**src/rtl/instruction_fetch.sv**
```systemverilog
// Instruction fetch unit: IDLE/RUN/HALT sequencer driving a PC into a combinational ROM
// and registering the fetched word, with stall, jump, halt-on-opcode and wrap flag.
module instruction_fetch #(
  parameter int         N           = 2,
  parameter logic [7:0] HALT_OPCODE = 8'hFF
) (
  input  logic         clk_i,
  input  logic         rst_i,
  input  logic         start_i,
  input  logic         stall_i,
  input  logic         jump_en_i,
  input  logic [N-1:0] jump_addr_i,
  input  logic         resume_i,
  input  logic [7:0]   rom_data_i,
  output logic [N-1:0] rom_addr_o,
  output logic [N-1:0] pc_o,
  output logic [7:0]   instr_o,
  output logic         instr_valid_o,
  output logic         halted_o,
  output logic         wrap_o
);

  typedef enum logic [1:0] {
    IDLE = 2'd0,
    RUN  = 2'd1,
    HALT = 2'd2
  } state_t;

  localparam logic [N-1:0] PC_MAX = {N{1'b1}};

  state_t       state_q, state_d;
  logic [N-1:0] pc_q, pc_d;
  logic [7:0]   instr_q, instr_d;
  logic         instr_valid_q, instr_valid_d;
  logic         halted_q, halted_d;
  logic         wrap_q, wrap_d;

  always_ff @(posedge clk_i or posedge rst_i) begin
    if (rst_i) begin
      state_q       <= IDLE;
      pc_q          <= '0;
      instr_q       <= 8'h00;
      instr_valid_q <= 1'b0;
      halted_q      <= 1'b0;
      wrap_q        <= 1'b0;
    end else begin
      state_q       <= state_d;
      pc_q          <= pc_d;
      instr_q       <= instr_d;
      instr_valid_q <= instr_valid_d;
      halted_q      <= halted_d;
      wrap_q        <= wrap_d;
    end
  end

  // Pulses (instr_valid, wrap) default low; only a RUN fetch raises them.
  always_comb begin
    state_d       = state_q;
    pc_d          = pc_q;
    instr_d       = instr_q;
    instr_valid_d = 1'b0;
    halted_d      = 1'b0;
    wrap_d        = 1'b0;
    unique case (state_q)
      IDLE: begin
        if (start_i) state_d = RUN;
      end
      RUN: begin
        if (jump_en_i) begin
          pc_d = jump_addr_i;
        end else if (!stall_i) begin
          instr_d       = rom_data_i;
          instr_valid_d = 1'b1;
          pc_d          = pc_q + 1'b1;
          wrap_d        = (pc_q == PC_MAX);
          if (rom_data_i == HALT_OPCODE) begin
            state_d  = HALT;
            halted_d = 1'b1;
          end
        end
      end
      HALT: begin
        halted_d = 1'b1;
        if (resume_i) begin
          state_d  = RUN;
          halted_d = 1'b0;
        end
      end
      default: begin
        state_d = IDLE;
      end
    endcase
  end

  assign rom_addr_o    = pc_q;
  assign pc_o          = pc_q;
  assign instr_o       = instr_q;
  assign instr_valid_o = instr_valid_q;
  assign halted_o      = halted_q;
  assign wrap_o        = wrap_q;

endmodule
```
**config.mk**
```make
export PLATFORM = sky130hd
export DESIGN_NAME = instruction_fetch
export DESIGN_NICKNAME = d
export VERILOG_FILES = /design/src/rtl/instruction_fetch.sv
export SDC_FILE = /design/constraint.sdc
export NUM_CORES = 1
export LEC_CHECK = 0
export BUFFER_PORTS_ARGS = -buffer_cell sky130_fd_sc_hd__buf_2
export CAP_MARGIN = 20
export CORE_UTILIZATION = 45
export DETAILED_ROUTE_END_ITERATION = 10
export PLACE_DENSITY = 0.87
export SLEW_MARGIN = 10
export SYNTH_ARGS = -nofsm -noshare
export SYNTH_HDL_FRONTEND = slang
export SYNTH_SLANG_ARGS = --single-unit
```
**constraint.sdc**
```tcl
create_clock -name clk_i -period 1.8 [get_ports clk_i]
set_clock_uncertainty 0.05 [all_clocks]
set_input_delay 0.18 -clock clk_i [delete_from_list [all_inputs] [get_ports clk_i]]
set_output_delay 0.18 -clock clk_i [all_outputs]
set_load 0.02 [all_outputs]
```
==> Yosys cells after proc, flatten, opt, wreduce, memory -nomap -nowiden <==
Index checks and enable logic that the tools add are counted.
W data, S select, Z words.
{ "op_classes": {"n_addsub": 1, "n_eq_ne": 10, "mux": 19, "bitwise": 2, "n_reduce_logical": 4} }
{ "ops": {"columns": ["op", "n"], "rows": [
  ["$mux W2", 7],
  ["$mux W1", 10],
  ["$ne A2 B2 Y1 const B", 5],
  ["$eq A8 B8 Y1 const B", 1],
  ["$pmux W2 S3", 1],
  ["$reduce_and A5 Y1", 1],
  ["$eq A2 B2 Y1 const B", 2],
  ["$reduce_and A3 Y1", 1],
  ["$add A2 B1 Y2 const B", 1],
  ["$eq A2 B1 Y1 const B", 1],
  ["$logic_not A2 Y1", 1],
  ["$ne A2 B1 Y1 const B", 1],
  ["$not A1 Y1", 2],
  ["$pmux W1 S2", 1],
  ["$reduce_and A2 Y1", 1]
]} }
{ "totals": {"ff_bits": 15, "input_bits": 16, "out_inout_bits": 15, "wordCells": 42} }

==> Logic depth before layout (Yosys ltp) <==
{ "logic_depth": {"depth_word": 5, "depth_mapped": 6, "ltp_nobuf": 6} }

==> Worst setup path after synthesis <==
OpenSTA, ideal clock, no wires.
{ "synth_path": {"path_type": "register -> register", "start": "register state_q[1]", "end": "register instr_q[0] (netlist: instr_o[0])", "setup_time_ns": 0.125, "t_arrival_ns": 1.446, "t_required_ns": 1.625, "setup_slack_ns": 0.180, "stages_incl_launch_ff": 6, "n_path_buf": 0, "synth_period_minus_slack_ns": 1.620, "path_cell_list": "dfrtp_1 > inv_1 > ha_1 > inv_2 > nor3_4 > mux2_2"} }
{ "synth_between": {"elab_chain_len": 2} }
{ "synth_lines": {"columns": ["item", "line", "text"], "rows": [
  ["from (decl)", "31", "state_t state_q, state_d;"],
  ["from (signal assigned)", "47", "state_q <= state_d;"],
  ["$eq A2 B1 Y1", "64", "unique case (state_q)"],
  ["$reduce_and A3 Y1 (no line)", null, null],
  ["to (signal assigned)", "49", "instr_q <= instr_d;"],
  ["to (decl)", "33", "logic [7:0] instr_q, instr_d;"]
]} }
Every way passes these cells.
A chain may end at the register's enable or synchronous reset.

==> Final worst setup path <==
{ "layout_path": {"start": "register state_q[1]", "end": "register instr_q[2] (netlist: instr_o[2])"} }
The elaborated chain is that of the path after synthesis.

==> flow_summary.json <==
{
  "syn2layout_area_growth_pct": 28.4,
  "status": "complete, no violations",
  "synth_fa_ha_area_share_pct": 8.62,
  "first_iter_violations": 3,
  "ys_types": 21,
  "first_global_vias": 547,
  "synth-seq-cells": 15,
  "cap_violations": 0,
  "yosys.area_share.simple_pct": 11.7,
  "final_cell_area_um2": 932,
  "setup_viol": 0,
  "relSlewSlack_pct": 63.0,
  "h-tree-depth": 1,
  "synth_top_family_by_area": "multiplexers",
  "drive_above_1_share_pct": 48.9,
  "die_area_um2": 1780,
  "pin_count": 31,
  "routabilityCongestion": 0.756,
  "clock_path_buffers": 2,
  "grt_max_degree": 16,
  "initial_core_util_pct": 48.2,
  "worstSkewPairLatency_ps": 280,
  "rows": 14,
  "ir_worst_vdd_uv": 589,
  "grt_use_total_pct": 17.6,
  "drt-total-wl_mm": 1.38,
  "cts_sinks": 15,
  "power_mw": 1.38,
  "syn_area_um2": 726,
  "cp_num_buf_inv": 3,
  "startpoint_type": "flop",
  "most-common-layout-cells": "30 x buf_2, 15 x dfrtp_1, 8 x mux2_2",
  "routed-via-count": 554,
  "crit_chain": "inv_1, ha_1, inv_2, nor3_4, buf_12, mux2_2",
  "grt-ovfl-total": 0,
  "drc": 0,
  "syn_nets": 82,
  "core_area_um2": 1510,
  "fmax_mhz": 585,
  "die-width_um": 42.2,
  "synth_compound_area_share_pct": 8.28,
  "p_leak_nw": 0.481,
  "drt-wirelength-per-cell_um": 12.6,
  "cts-root-buf": "clkbuf_4",
  "grt_pass1_wl_mm": 2.26,
  "avgSynthCellArea_um2": 11.9,
  "place_area_um2": 876,
  "dp_hpwl_mm": 1.08,
  "final_nets": 116,
  "numCtsBuffers": 3,
  "rsz0062_at_grt": "no",
  "fin_ws_ps": 89.3,
  "mostFrequentLayoutCell": "buf_2",
  "port_buffers": 30,
  "power.density_nw_per_um2": 1480,
  "postRouteAntennaNets": 0,
  "arrival_ps": 1820,
  "min_path_type": "input pin to flop",
  "crit_family": "flip-flops",
  "vias_per_cell": 5.04,
  "cp-end-kind": "flop",
  "first_pass_iters": 3,
  "yosysSeqAreaShare_pct": 51.7,
  "critPathRequiredTime_ps": 1910,
  "fin_setup_tns_ps": 0,
  "ys_top_cells_by_area": "dfrtp_1 52%, mux2_2 12%, ha_1 8.6%, o21ai_0 2.8%, inv_1 2.6%",
  "clk_pin_slew_worst_paths_ps": 90,
  "netlist.area_leader.share_pct": 51.7,
  "yosysTopAreaCell": "dfrtp_1",
  "cts_resized": 0,
  "postSynthCellCount": 61,
  "n_antenna_cell": 0,
  "cts_tree": "done",
  "die_y_um": 42.2,
  "slowest_delay_ps": 410,
  "finalCritPeriodShare_pct": 95.0,
  "crit_type": "flop to flop",
  "min_period_ps": 1710,
  "worst-slew-pin-transition_ps": 554,
  "yosys_warnings": 0,
  "cp_slowest_cell": "dfrtp_1",
  "synthMuxAreaShare_pct": 13.8,
  "drv_slew": 0,
  "antenna_found_initial": 0,
  "cp_max_fo": 9,
  "synth-xor-area-share_pct": 0,
  "finalHoldViolCount": 0,
  "pre_cts_slack_ps": 15.0
}
[kinds of logic after synthesis]
kind of cell	Yosys count
multiplexers	9
AO/OA/AOI/OAI	10
AND/OR/NAND/NOR	13
buffers and inverters	9
flip-flops	15
adder cells (fa/ha/maj)	5
[where the power goes]
part / total [mW] / internal, mW / switching, mW
registers: 0.539 / 0.467 / 0.0724
clock network: 0.185 / 0.0858 / 0.0989
logic: 0.656 / 0.275 / 0.382
total: 1.38 / 0.827 / 0.553
[layer usage]
layer / GRT usage, % / wire length (µm) / vias up
met4: 11.3 / 11 / 0
met3: 3.02 / 62 / 2
met1: 19.9 / 553 / 261
met5: 0 / 0 / -
li1: - / - / 275
met2: 30.3 / 753 / 16
[flip-flops by register name, indices dropped and copies added (netlist names)]
register,count
halted_o,1
instr_o,8
instr_valid_o,1
pc_o,2
state_q,2
wrap_o,1
[worst reg2reg max path, cell delays in order (launching register included)]
cell     delay [ps]
dfrtp_1         410
inv_1           110
ha_1            250
inv_2            80
nor3_4          220
buf_12          150
mux2_2          330
[cells in the mapped netlist]
library cell	instances
a21boi_0	1
a21oi_1	2
a22oi_1	1
and3_2	1
buf_4	2
clkbuf_2	1
dfrtp_1	15
ha_1	5
inv_1	5
inv_2	1
mux2_2	8
mux2i_1	1
nand2_1	3
nand2b_1	2
nand4_1	2
nor2_1	2
nor3_1	1
nor3_4	1
nor4_2	1
o21ai_0	4
o21bai_1	2
[final timing paths]
check | start | endpoint | slack [ps] | cells past startpoint
max | state_q[1] | instr_o[2] | 90 | 6
max in group asynchronous | rst_i | instr_o[4] | 890 | 3
min in group asynchronous | rst_i | instr_o[6] | 430 | 3
max reg2reg | state_q[1] | instr_o[2] | 90 | 6
min | rom_data_i[5] | instr_o[5] | 100 | 2
min reg2reg | instr_o[1] | instr_o[1] | 450 | 1
[layout make-up]
type                    instances  area [µm²]
clock buffers                   4        26.3
fillers                       130         574
inverters                       6        22.5
multi-input cells              37         308
flip-flops and latches         15         375
well taps                      16        20.0
repair buffers                 32         180
[timing repair]
action	4_1_cts	5_1_grt
pin swaps	1	1
setup buffers	0	1
endpoints found under the hold margin	15	0
setup endpoints to repair	4	8
hold buffers	1	0
[stage by stage]
stage	hold WS [ps]	utilization, %	std cells
floorplan	31.5	-	61
global placement	191	58.1	104
detailed placement	206	58.1	104
CTS	91.1	60.5	109
global route	92.1	61.9	110
finish	96.9	61.9	110
(Power assumes the default switching activity.)
